==> src/rtl/mem_stage.sv <==
// Memory-access stage: issues data-memory requests for loads/stores, aligns
// byte lanes, extends load data and emits one registered writeback record.
module mem_stage #(
  parameter int XLEN = 32
) (
  input  logic                clk,
  input  logic                reset,
  input  logic                in_valid,
  input  logic [6:0]          in_opcode,
  input  logic [2:0]          in_funct3,
  input  logic [XLEN-1:0]     in_alu_out,
  input  logic [XLEN-1:0]     in_store_data,
  input  logic [4:0]          in_rd,
  input  logic                in_reg_write,
  output logic                stall_out,
  output logic                dmem_req,
  output logic                dmem_we,
  output logic [XLEN-1:0]     dmem_addr,
  output logic [XLEN-1:0]     dmem_wdata,
  output logic [XLEN/8-1:0]   dmem_wstrb,
  input  logic                dmem_ready,
  input  logic                dmem_rvalid,
  input  logic [XLEN-1:0]     dmem_rdata,
  output logic                wb_valid,
  output logic [4:0]          wb_rd,
  output logic [XLEN-1:0]     wb_data,
  output logic                wb_reg_write,
  output logic                misalign_exc
);

  localparam int NB = XLEN / 8;
  localparam logic [6:0] OP_LOAD  = 7'b0000011;
  localparam logic [6:0] OP_STORE = 7'b0100011;

  typedef enum logic [1:0] {IDLE, REQ, WAIT} state_t;

  state_t      state;
  logic [2:0]  funct3_p0;
  logic [1:0]  lane_p0;
  logic [4:0]  rd_p0;
  logic        reg_write_p0;
  logic        is_store_p0;

  logic is_load, is_store, legal, misaligned, mem_bad, mem_ok;

  function automatic logic [XLEN-1:0] extend_load(input logic [XLEN-1:0] word,
                                                  input logic [2:0] f3,
                                                  input logic [1:0] lane);
    logic signed [7:0]  b;
    logic signed [15:0] h;
    logic [XLEN-1:0]    res;
    b = word[8*lane +: 8];
    h = word[16*lane[1] +: 16];
    case (f3)
      3'b000:  res = XLEN'(b);
      3'b001:  res = XLEN'(h);
      3'b100:  res = XLEN'($unsigned(b));
      3'b101:  res = XLEN'($unsigned(h));
      default: res = word;
    endcase
    return res;
  endfunction

  function automatic logic [XLEN-1:0] store_wdata(input logic [2:0] f3,
                                                  input logic [XLEN-1:0] data);
    logic [XLEN-1:0] res;
    case (f3[1:0])
      2'b00:   res = {NB{data[7:0]}};
      2'b01:   res = {(NB/2){data[15:0]}};
      default: res = data;
    endcase
    return res;
  endfunction

  function automatic logic [NB-1:0] store_wstrb(input logic [2:0] f3,
                                                input logic [1:0] lane);
    logic [NB-1:0] res;
    case (f3[1:0])
      2'b00:   res = NB'(1) << lane;
      2'b01:   res = NB'(3) << {lane[1], 1'b0};
      default: res = '1;
    endcase
    return res;
  endfunction

  // Access classification for the instruction presented in IDLE
  always_comb begin
    is_load    = (in_opcode == OP_LOAD);
    is_store   = (in_opcode == OP_STORE);
    legal      = 1'b1;
    if (is_load)
      legal = (in_funct3 == 3'b000) || (in_funct3 == 3'b001) || (in_funct3 == 3'b010) ||
              (in_funct3 == 3'b100) || (in_funct3 == 3'b101);
    else if (is_store)
      legal = (in_funct3 <= 3'b010);
    misaligned = ((in_funct3[1:0] == 2'b01) && in_alu_out[0]) ||
                 ((in_funct3[1:0] == 2'b10) && (in_alu_out[1:0] != 2'b00));
    mem_bad    = (is_load || is_store) && (!legal || misaligned);
    mem_ok     = (is_load || is_store) && !mem_bad;
  end

  // Stall is dropped in every completing cycle so upstream advances on that edge
  always_comb begin
    stall_out = 1'b0;
    case (state)
      IDLE:    stall_out = in_valid && mem_ok;
      REQ:     stall_out = !(dmem_ready && is_store_p0);
      WAIT:    stall_out = !dmem_rvalid;
      default: stall_out = 1'b0;
    endcase
  end

  always_ff @(posedge clk) begin
    if (reset) begin
      state        <= IDLE;
      dmem_req     <= 1'b0;
      dmem_we      <= 1'b0;
      dmem_wstrb   <= '0;
      wb_valid     <= 1'b0;
      wb_reg_write <= 1'b0;
      misalign_exc <= 1'b0;
      wb_rd        <= '0;
      wb_data      <= '0;
    end else begin
      wb_valid     <= 1'b0;
      wb_reg_write <= 1'b0;
      misalign_exc <= 1'b0;
      case (state)
        // IDLE -> capture stage: accept a memory op or retire directly
        IDLE: begin
          if (in_valid) begin
            if (mem_ok) begin
              funct3_p0    <= in_funct3;
              lane_p0      <= in_alu_out[1:0];
              rd_p0        <= in_rd;
              reg_write_p0 <= in_reg_write;
              is_store_p0  <= is_store;
              dmem_req     <= 1'b1;
              dmem_we      <= is_store;
              dmem_addr    <= {in_alu_out[XLEN-1:2], 2'b00};
              dmem_wdata   <= store_wdata(in_funct3, in_store_data);
              dmem_wstrb   <= is_store ? store_wstrb(in_funct3, in_alu_out[1:0]) : '0;
              state        <= REQ;
            end else begin
              wb_valid     <= 1'b1;
              wb_rd        <= in_rd;
              wb_data      <= in_alu_out;
              wb_reg_write <= in_reg_write && !mem_bad;
              misalign_exc <= mem_bad;
            end
          end
        end
        // REQ stage: request held stable until the memory accepts it
        REQ: begin
          if (dmem_ready) begin
            dmem_req   <= 1'b0;
            dmem_we    <= 1'b0;
            dmem_wstrb <= '0;
            if (is_store_p0) begin
              wb_valid <= 1'b1;
              wb_rd    <= rd_p0;
              state    <= IDLE;
            end else begin
              state    <= WAIT;
            end
          end
        end
        // WAIT stage: load data returns and is lane-extracted into writeback
        WAIT: begin
          if (dmem_rvalid) begin
            wb_valid     <= 1'b1;
            wb_rd        <= rd_p0;
            wb_reg_write <= reg_write_p0;
            wb_data      <= extend_load(dmem_rdata, funct3_p0, lane_p0);
            state        <= IDLE;
          end
        end
        default: state <= IDLE;
      endcase
    end
  end

endmodule

==> config.mk <==
export PLATFORM = sky130hd
export DESIGN_NAME = mem_stage
export DESIGN_NICKNAME = d
export VERILOG_FILES = /design/src/rtl/mem_stage.sv
export SDC_FILE = /design/constraint.sdc
export NUM_CORES = 1
export LEC_CHECK = 0
export CAP_MARGIN = 20
export CELL_PAD_IN_SITES_DETAIL_PLACEMENT = 2
export CELL_PAD_IN_SITES_GLOBAL_PLACEMENT = 2
export CORE_MARGIN = 1.5
export CORE_UTILIZATION = 29
export CTS_CLUSTER_SIZE = 12
export DETAILED_ROUTE_END_ITERATION = 8
export PLACE_DENSITY_LB_ADDON = 0.25
export SYNTH_ARGS = -nofsm -noshare
export SYNTH_HDL_FRONTEND = slang
export SYNTH_SLANG_ARGS = --single-unit
==> constraint.sdc <==
create_clock -name clk -period 22.1 [get_ports clk]
set_input_delay 6.63 -clock clk [delete_from_list [all_inputs] [get_ports clk]]
set_output_delay 6.63 -clock clk [all_outputs]
set_load 0.05 [all_outputs]
==> flow_metrics.tcl, run 1 <==
set metrics [dict create \
    status "completed" \
    endpoint_kind "output port" \
    yosys-top-cells-count "edfxtp_1 (74), nand2_1 (71), dfxtp_1 (48), mux2_2 (30), clkbuf_1 (24)" \
    rsz0062_at_grt "false" \
    crit_family "buffers and inverters" \
    syn_to_final_growth_pct 53.0 \
    r2r-start "state[0]$_SDFFE_PP0P_" \
    fin_crit_ns 16.35 \
    crit_buf_inv 2 \
    yosysSeqAreaShare_pct 54.6 \
    hold_class "register to register" \
    clkTransAtPathRegs_ns 0.06 \
    cp.required_ns 15.47 \
    arrival_ns 9.72 \
    clkLatencyLatePin_ns 0.42 \
    ys_async_sr_fraction_pct 0 \
    syn_inst 518 \
    io_buffers 225 \
    wl_per_cell_um 22.6 \
    final_nets 848 \
    synth_top_area_share_pct 38.1 \
    num_antenna_cells 0 \
    grt_pass1_wl_um 34500 \
    synth-edff-count 74 \
    grt-ovfl-total 0 \
    tightest_slew_ns 1.03 \
    post-dp-hpwl_um 16100 \
    drv_slew 0 \
    maxCapViolations 0 \
    nFillCells 2017 \
    fp.dieW_um 145 \
    synth_area_per_cell_um2 11.3 \
    slowest_stage "clkdlybuf4s50_1" \
    yosys.area.top_type "edfxtp_1" \
    instances_no_fill 1005 \
    wirelength_um 22700 \
    cts_resized 0 \
    row_count 51 \
    cts_buffers 17 \
    yosysMostFrequentCell "edfxtp_1" \
    crit_end "stall_out" \
    cts_tree "yes" \
    final_cell_area_mm2 0.00892 \
    reg2reg_to "wb_data[7]$_SDFFE_PP0P_" \
    gp_congestion 0.822 \
    cp.depth 6 \
    finalSetupTns_ns 0 \
    grt_max_degree 75 \
    power.leakage_nw 3.04 \
    htreeDepth 4 \
    r2r_cells 5 \
    whs_ns 0.459 \
    reg2reg_slack_ns 18.80 \
    irDropWorstVdd_mv 0.0539 \
    grt_pass1_vias 5930 \
    start_kind "input port" \
    initial_utilization_pct 29.8 \
    hold_viol 0 \
    dieHeight_um 145 \
    antenna_found_initial 1 \
    yosysWarnings 0 \
    path_cells "clkdlybuf4s50_1 > nor4_4 > o211ai_1 > o211a_1 > nor2_1 > clkdlybuf4s50_1" \
    synth-main-ff-cell "edfxtp_1" \
    fin_crit_sh_pct 74.0 \
    hold_buffers 0 \
    post-place-cells 972 \
    crit_top_cell "clkdlybuf4s50_1" \
    root_buffer "clkbuf_16" \
    drc 0 \
    clock_path_buffers 2 \
    synth.distinct_cells 59 \
    setup_viol 0 \
    via_count 5322 \
    layout-drive-gt1-share_pct 11.1 \
    synth_area_mm2 0.00583 \
    pwr_density_cell_mw_per_mm2 70.3 \
    cts_num_sinks 122 \
    synth_area_leaders "edfxtp_1 (38%), dfxtp_1 (16%), mux2_2 (5.8%)" \
    path_max_fanout 15 \
    critical_path_class "input port to output port" \
    startpoint "in_funct3[0]" \
    detail_route.first_pass.iterations 4 \
    avgViaCountPerCell 5.30 \
    slew_headroom_pct 31.2 \
    ys_ff_latch 122 \
    grt_usage_pct 22.1 \
    fmax_mhz 61.2 \
    ant_nets 0 \
    drtIter0Drc 281 \
    placed_area_mm2 0.00827 \
    core_mm2 0.0196 \
    slowest_delay_ns 0.92 \
    pin_count 228 \
    finClkSkew_ns 0.00733 \
    fp.dieArea_mm2 0.0210 \
    post_cts_buffers 0 \
]
[logic make-up (layout without fill, tap and decap cells)]
kind of cell	Yosys count	after routing	share of synthesized area, %
multiplexers	44	44	8.44
AND/OR/NAND/NOR	170	170	16.2
AO/OA/AOI/OAI	126	126	16.0
other	1	2	0.0643
flip-flops	122	122	54.6
adder cells (fa/ha/maj)	4	4	0.859
buffers and inverters	51	272	3.84
[state kept, by name, indices dropped and copies added (netlist names)]
signal	flops
dmem_wdata	32
wb_data	32
dmem_addr	30
rd_p0	5
wb_rd	5
dmem_wstrb	4
funct3_p0	3
lane_p0	2
state	2
dmem_req	1
dmem_we	1
is_store_p0	1
misalign_exc	1
reg_write_p0	1
wb_reg_write	1
wb_valid	1
[final cells by class]
cell class,instances,area (um^2),share of cell area (%)
Inverter,8,30.0,0.337
Clock inverter,14,198,2.22
Timing Repair Buffer,232,2310,25.9
Sequential cell,122,3180,35.7
Clock buffer,18,429,4.81
Multi-Input combinational cell,346,2430,27.3
Tap cell,265,332,3.72
[how the worst min path moves through the flow]
stage,to,cells past startpoint,from
final,dmem_wstrb[1]$_SDFFE_PP0P_,2,dmem_wstrb[1]$_SDFFE_PP0P_
after floorplan,state[1]$_SDFFE_PP0P_,2,state[1]$_SDFFE_PP0P_
after global routing,wb_data[20]$_SDFFE_PP0P_,2,wb_data[20]$_SDFFE_PP0P_
after global placement,dmem_we$_SDFFE_PP0P_,2,dmem_we$_SDFFE_PP0P_
after detailed placement,dmem_wstrb[1]$_SDFFE_PP0P_,2,dmem_wstrb[1]$_SDFFE_PP0P_
after CTS,dmem_wstrb[1]$_SDFFE_PP0P_,2,dmem_wstrb[1]$_SDFFE_PP0P_
[report_power, final]
group | internal (mW) | switching [mW] | total (mW)
Combinational | 0.0369 | 0.0440 | 0.0809
Clock | 0.189 | 0.108 | 0.297
Sequential | 0.246 | 0.00273 | 0.249
[worst min-delay path, stage by stage, from the launching register on]
cell and delay [ns]:
dfxtp_1 0.31, nand2_1 0.05, mux2i_1 0.05
[layer usage]
layer | vias up | routed length, um | global-route usage (%)
li1 | 2419 | - | -
met1 | 2679 | 9080 | 25.8
met2 | 192 | 11300 | 37.7
met3 | 32 | 1800 | 7.14
met4 | 0 | 461 | 8.45
met5 | - | 0 | 0
[cell usage in the layout (no fill, tap or decap), drive strengths merged, types with 2 or more instances in the layout]
| cell type | instances |
|---|---|
| clkdlybuf4s50 | 225 |
| edfxtp | 74 |
| nand2 | 71 |
| dfxtp | 48 |
| mux2 | 31 |
| o32ai | 23 |
| a21oi | 21 |
| o21ai | 19 |
| clkbuf | 18 |
| o22ai | 16 |
| nor2 | 14 |
| nand2b | 13 |
| mux2i | 12 |
| a311oi | 12 |
| nor2b | 12 |
| nand4 | 11 |
| inv | 9 |
| nor3 | 8 |
| nor4 | 8 |
| a31oi | 7 |
| nor4bb | 7 |
| nor3b | 7 |
| o41ai | 7 |
| buf | 7 |
| or3 | 6 |
| clkinvlp | 5 |
| o211a | 4 |
| bufinv | 4 |
| ha | 4 |
| clkinv | 4 |
| nand3 | 3 |
| o211ai | 2 |
| o2111ai | 2 |
| o21bai | 2 |
| a2111oi | 2 |
| and3b | 2 |
| a211oi | 2 |
| conb | 2 |
| nor4b | 2 |
[through the flow]
step | power [mW] | util [%] | setup WS [ns]
after floorplan | 0.291 | - | 7.24
after global placement | 0.332 | 42.2 | 5.85
after detailed placement | 0.334 | 42.2 | 5.85
after CTS | 0.634 | 45.4 | 5.77
after global routing | 0.649 | 45.5 | 5.61
final | 0.627 | 45.5 | 5.75
Note: power is estimated with default switching activity, not from simulation.
==> run 2: changes to the inputs <==
--- a/config.mk
+++ b/config.mk
@@ -9,7 +9,7 @@
 export CELL_PAD_IN_SITES_DETAIL_PLACEMENT = 2
 export CELL_PAD_IN_SITES_GLOBAL_PLACEMENT = 2
 export CORE_MARGIN = 1.5
-export CORE_UTILIZATION = 29
+export CORE_UTILIZATION = 24
 export CTS_CLUSTER_SIZE = 12
 export DETAILED_ROUTE_END_ITERATION = 8
 export PLACE_DENSITY_LB_ADDON = 0.25
==> constraint.sdc (replaced) <==
create_clock -name clk -period 14.6 [get_ports clk]
set_input_delay 4.38 -clock clk [delete_from_list [all_inputs] [get_ports clk]]
set_output_delay 4.38 -clock clk [all_outputs]
set_load 0.05 [all_outputs]
==> run 2 against run 1 <==
Flip-flop and latch count did not move. First-iteration DRC count fell by 32%. Die area is 20% higher. Register-to-register slack worse by 7.2 ns. Clock-buffer cell count decreased by 1. Critical path depth is 1 higher. Clock skew rose by 0.0044 ns. Non-clock buffer count rose by 2. Critical path type unchanged. Largest cell class unchanged. Clock power increased by 50%. Core utilization shrank 7.5 points.
==> flow_metrics.tcl, run 2 (synthesis results as in run 1) <==
set metrics [dict create \
    final_common_cell "clkdlybuf4s50_1" \
    layout_setup_ws_ns 3.27 \
    final_cell_mix "clkdlybuf4s50_1 (225), edfxtp_1 (74), nand2_1 (71), dfxtp_1 (48), mux2_2 (30)" \
    endpoint_kind "output port" \
    slowest_delay_ns 0.81 \
    fp.dieW_um 159 \
    crit_buf_inv 3 \
    clock_path_buffers 2 \
    cp.required_ns 10.22 \
    crit_top_cell "clkdlybuf4s50_1" \
    grt_pass1_vias 5806 \
    maxCapViolations 0 \
    arrival_ns 6.95 \
    finalSetupTns_ns 0 \
    layout-drive-gt1-share_pct 11.6 \
    pin_count 228 \
    ant_nets 0 \
    pwr_density_cell_mw_per_mm2 105 \
    hold_class "register to register" \
    crit_family "buffers and inverters" \
    cts_tree "yes" \
    gp_congestion 0.793 \
    fin_crit_ns 11.33 \
    pre_cts_ws_ns 3.25 \
    critical_path_class "input port to output port" \
    status "completed" \
    core_mm2 0.0237 \
    cts_resized 0 \
    path_cells "clkdlybuf4s50_1 > buf_4 > nor4_4 > o211ai_1 > o211a_1 > nor2_1 > clkdlybuf4s50_1" \
    io_buffers 225 \
    antenna_found_initial 0 \
    htreeDepth 4 \
    grt-ovfl-total 0 \
    via_count 5166 \
    root_buffer "clkbuf_16" \
    finClkSkew_ns 0.0117 \
    wirelength_um 22400 \
    cts_buffers 17 \
    post_cts_buffers 0 \
    initial_utilization_pct 24.6 \
    avgViaCountPerCell 4.87 \
    tightest_slew_ns 1.03 \
    grt_max_degree 52 \
    fin_crit_sh_pct 77.6 \
    drtIter0Drc 191 \
    row_count 56 \
    start_kind "input port" \
    post-place-cells 1028 \
    whs_ns 0.478 \
    fmax_mhz 88.2 \
    path_max_fanout 15 \
    cts_num_sinks 122 \
    slew_headroom_pct 31.6 \
    instances_no_fill 1061 \
    setup_viol 0 \
    slowest_stage "clkdlybuf4s50_1" \
    syn_to_final_growth_pct 54.3 \
    drv_slew 0 \
    final_nets 850 \
    clkLatencyLatePin_ns 0.42 \
    placed_area_mm2 0.00836 \
    grt_pass1_wl_um 34900 \
    final_cell_area_mm2 0.00899 \
    irDropWorstVdd_mv 0.0647 \
    detail_route.first_pass.iterations 4 \
    power.leakage_nw 3.06 \
    drc 0 \
    largestRegisters "dmem_wdata x32, wb_data x32, dmem_addr x30" \
    hold_viol 0 \
    grt_usage_pct 17.8 \
    num_antenna_cells 0 \
    post-dp-hpwl_um 16600 \
    rsz0062_at_grt "false" \
    wl_per_cell_um 21.1 \
    clkTransAtPathRegs_ns 0.06 \
    fp.dieArea_mm2 0.0252 \
    dieHeight_um 159 \
    hold_buffers 0 \
]
run 2: changes by cell type in the layout (fill, tap and decap cells not counted), sizes merged:
| cell | change |
|---|---|
| clkinvlp | -3 |
| clkbuf | -1 |
| bufinv | -1 |
| buf | +2 |
| inv | +5 |
run 2: final cells by class:
| class | count | area [um^2] |
|---|---|---|
| Clock buffer | 17 | 425 |
| Clock inverter | 15 | 188 |
| Fill cell | 2524 | 14700 |
| Inverter | 8 | 30.0 |
| Multi-Input combinational cell | 346 | 2440 |
| Sequential cell | 122 | 3180 |
| Tap cell | 319 | 399 |
| Timing Repair Buffer | 234 | 2330 |
run 2: metrics by stage:
step,total power [mW],utilization [%]
2_1_floorplan,0.441,-
3_3_place_gp,0.503,35.3
3_5_place_dp,0.506,35.3
4_1_cts,0.958,37.9
5_1_grt,0.979,38.0
6_report,0.945,38.0
run 2: metal layers:
| metal | global-route usage, % | wire [um] |
|---|---|---|
| met5 | 0 | 0 |
| met4 | 4.11 | 255 |
| met3 | 5.59 | 1320 |
| met2 | 30.1 | 10900 |
| met1 | 22.0 | 9940 |
run 2: worst reg2reg max path, stage by stage, from the launching register on:
cell and delay (ns):
dfxtp_1 0.37, inv_1 0.10, ha_2 0.18, buf_4 0.27, nand2b_1 0.28, o211a_1 0.55, nand3_1 0.67, o32ai_1 0.47
run 2: worst paths after layout:
path	start	to	slack, ns	cells after the start
max reg2reg	state[0]$_SDFFE_PP0P_	wb_data[7]$_SDFFE_PP0P_	11.62	7
min reg2reg	wb_data[10]$_SDFFE_PP0P_	wb_data[10]$_SDFFE_PP0P_	0.48	2
min	wb_data[10]$_SDFFE_PP0P_	wb_data[10]$_SDFFE_PP0P_	0.48	2
max	in_funct3[0]	stall_out	3.27	7
run 2: report_power, final:
part           total, mW  internal, mW  switching [mW]  leakage, nW
clock network      0.446         0.272           0.174        0.297
registers          0.376         0.372         0.00401         1.06
logic              0.122        0.0560          0.0663         1.70
==> run 3: changes to the inputs <==
==> constraint.sdc (replaced) <==
create_clock -name clk -period 9.9 [get_ports clk]
set_input_delay 2.97 -clock clk [delete_from_list [all_inputs] [get_ports clk]]
set_output_delay 2.97 -clock clk [all_outputs]
set_load 0.05 [all_outputs]
==> run 3 against run 2 <==
Routed wire length fell by 0.66%. Flip-flop and latch count did not move. Power rose by 40%.
==> flow_metrics.tcl, run 3 (synthesis results as in run 1) <==
set metrics [dict create \
    status "completed" \
    layout_setup_ws_ns 1.37 \
    final_common_cell "clkdlybuf4s50_1" \
    fp.dieArea_mm2 0.0252 \
    power.leakage_nw 3.01 \
    clkTransAtPathRegs_ns 0.06 \
    gp_congestion 0.791 \
    grt_usage_pct 17.7 \
    clkLatencyLatePin_ns 0.43 \
    ant_nets 0 \
    drv_slew 0 \
    syn_to_final_growth_pct 53.1 \
    finClkSkew_ns 0.0121 \
    fin_crit_ns 8.53 \
    fmax_mhz 117 \
    cp.required_ns 6.93 \
    dieHeight_um 159 \
    setup_viol 0 \
    r2r-start "state[0]$_SDFFE_PP0P_" \
    final_nets 850 \
    path_max_fanout 15 \
    row_count 56 \
    nFillCells 2552 \
    post-dp-hpwl_um 16600 \
    grt_pass1_vias 5777 \
    core_mm2 0.0237 \
    post_cts_buffers 0 \
    hold_buffers 0 \
    irDropWorstVdd_mv 0.0954 \
    hold_viol 0 \
    cts_resized 0 \
    fp.dieW_um 159 \
    tightest_slew_ns 1.04 \
    final_cell_mix "clkdlybuf4s50_1 (225), edfxtp_1 (74), nand2_1 (71), dfxtp_1 (48), mux2_2 (30)" \
    io_buffers 225 \
    cts_num_sinks 122 \
    drtIter0Drc 207 \
    maxCapViolations 0 \
    slowest_stage "clkdlybuf4s50_1" \
    startpoint "in_funct3[0]" \
    fin_crit_sh_pct 86.1 \
    path_cells "clkdlybuf4s50_1 > buf_4 > nor4_4 > o211ai_1 > o211a_1 > nor2_1 > clkdlybuf4s50_1" \
    largestRegisters "dmem_wdata x32, wb_data x32, dmem_addr x30" \
    arrival_ns 5.56 \
    avgViaCountPerCell 4.90 \
    wl_per_cell_um 21.0 \
    drc 0 \
    pwr_density_cell_mw_per_mm2 148 \
    cts_buffers 17 \
    grt_max_degree 52 \
    antenna_found_initial 0 \
    clock_path_buffers 2 \
    hold_class "register to register" \
    start_kind "input port" \
    grt-ovfl-total 0 \
    critical_path_class "input port to output port" \
    endpoint_kind "output port" \
    pin_count 228 \
    slowest_delay_ns 0.82 \
    initial_utilization_pct 24.6 \
    finalSetupTns_ns 0 \
    via_count 5199 \
    min_from "wb_data[16]$_SDFFE_PP0P_" \
    htreeDepth 4 \
    grt_pass1_wl_um 34500 \
    root_buffer "clkbuf_16" \
    rsz0062_at_grt "false" \
    wirelength_um 22200 \
    cts_tree "yes" \
    num_antenna_cells 0 \
    layout-drive-gt1-share_pct 11.5 \
    pre_cts_ws_ns 1.34 \
    detail_route.first_pass.iterations 4 \
    slew_headroom_pct 30.8 \
    crit_top_cell "clkdlybuf4s50_1" \
]
[run 3: changes by cell type in the layout (fill, tap and decap cells not counted), sizes merged]
cell / previous run / this run
bufinv: 3 / 0
inv: 14 / 13
clkinvlp: 2 / 6
[run 3: report_power, final]
group	total, mW	internal (mW)	switching [mW]
sequential	0.555	0.549	0.00607
combinational	0.179	0.0826	0.0967
clock	0.589	0.324	0.265
total	1.32	0.956	0.368
[run 3: area by class of cell]
| type | instances | area, um^2 | share of cell area [%] |
|---|---|---|---|
| Clock inverter | 15 | 120 | 1.35 |
| Sequential cell | 122 | 3180 | 35.7 |
| Clock buffer | 17 | 425 | 4.77 |
| Timing Repair Buffer | 234 | 2330 | 26.1 |
| Multi-Input combinational cell | 346 | 2440 | 27.3 |
| Inverter | 8 | 30.0 | 0.337 |
| Tap cell | 319 | 399 | 4.47 |
[run 3: path summary, 6_finish.rpt]
path / slack (ns) / endpoint / cells after the start
setup / recovery: 1.37 / stall_out / 7
hold / removal: 0.48 / wb_data[16]$_SDFFE_PP0P_ / 2
setup reg to reg: 6.95 / wb_data[26]$_SDFFE_PP0P_ / 5
hold reg to reg: 0.48 / wb_data[16]$_SDFFE_PP0P_ / 2
[run 3: routing by layer]
metal  global-route usage [%]  vias up  share of wire [%]
met5                        0        -                  0
met2                     30.5      169                 50
met1                     21.9     2584                 44
met3                     4.68       18                5.3
li1                         -     2428                  -
met4                     4.11        0               0.80
[run 3: critical path, delay by kind of cell]
family                 cells  cell delay (ns)
and+or+nand+nor            2             0.55
buffers and inverters      3             1.44
AOI/OAI and AO/OA          2             0.59
[run 3: stage by stage]
stage	hold slack (ns)	std cells	area, um^2	total power [mW]	util, %
2_1_floorplan	0.465	519	5830	0.650	-
3_3_place_gp	0.457	1028	8360	0.742	35.3
3_5_place_dp	0.465	1028	8360	0.746	35.3
4_1_cts	0.481	1060	8910	1.34	37.6
5_1_grt	0.500	1061	8920	1.37	37.7
6_report	0.480	1061	8920	1.32	37.7
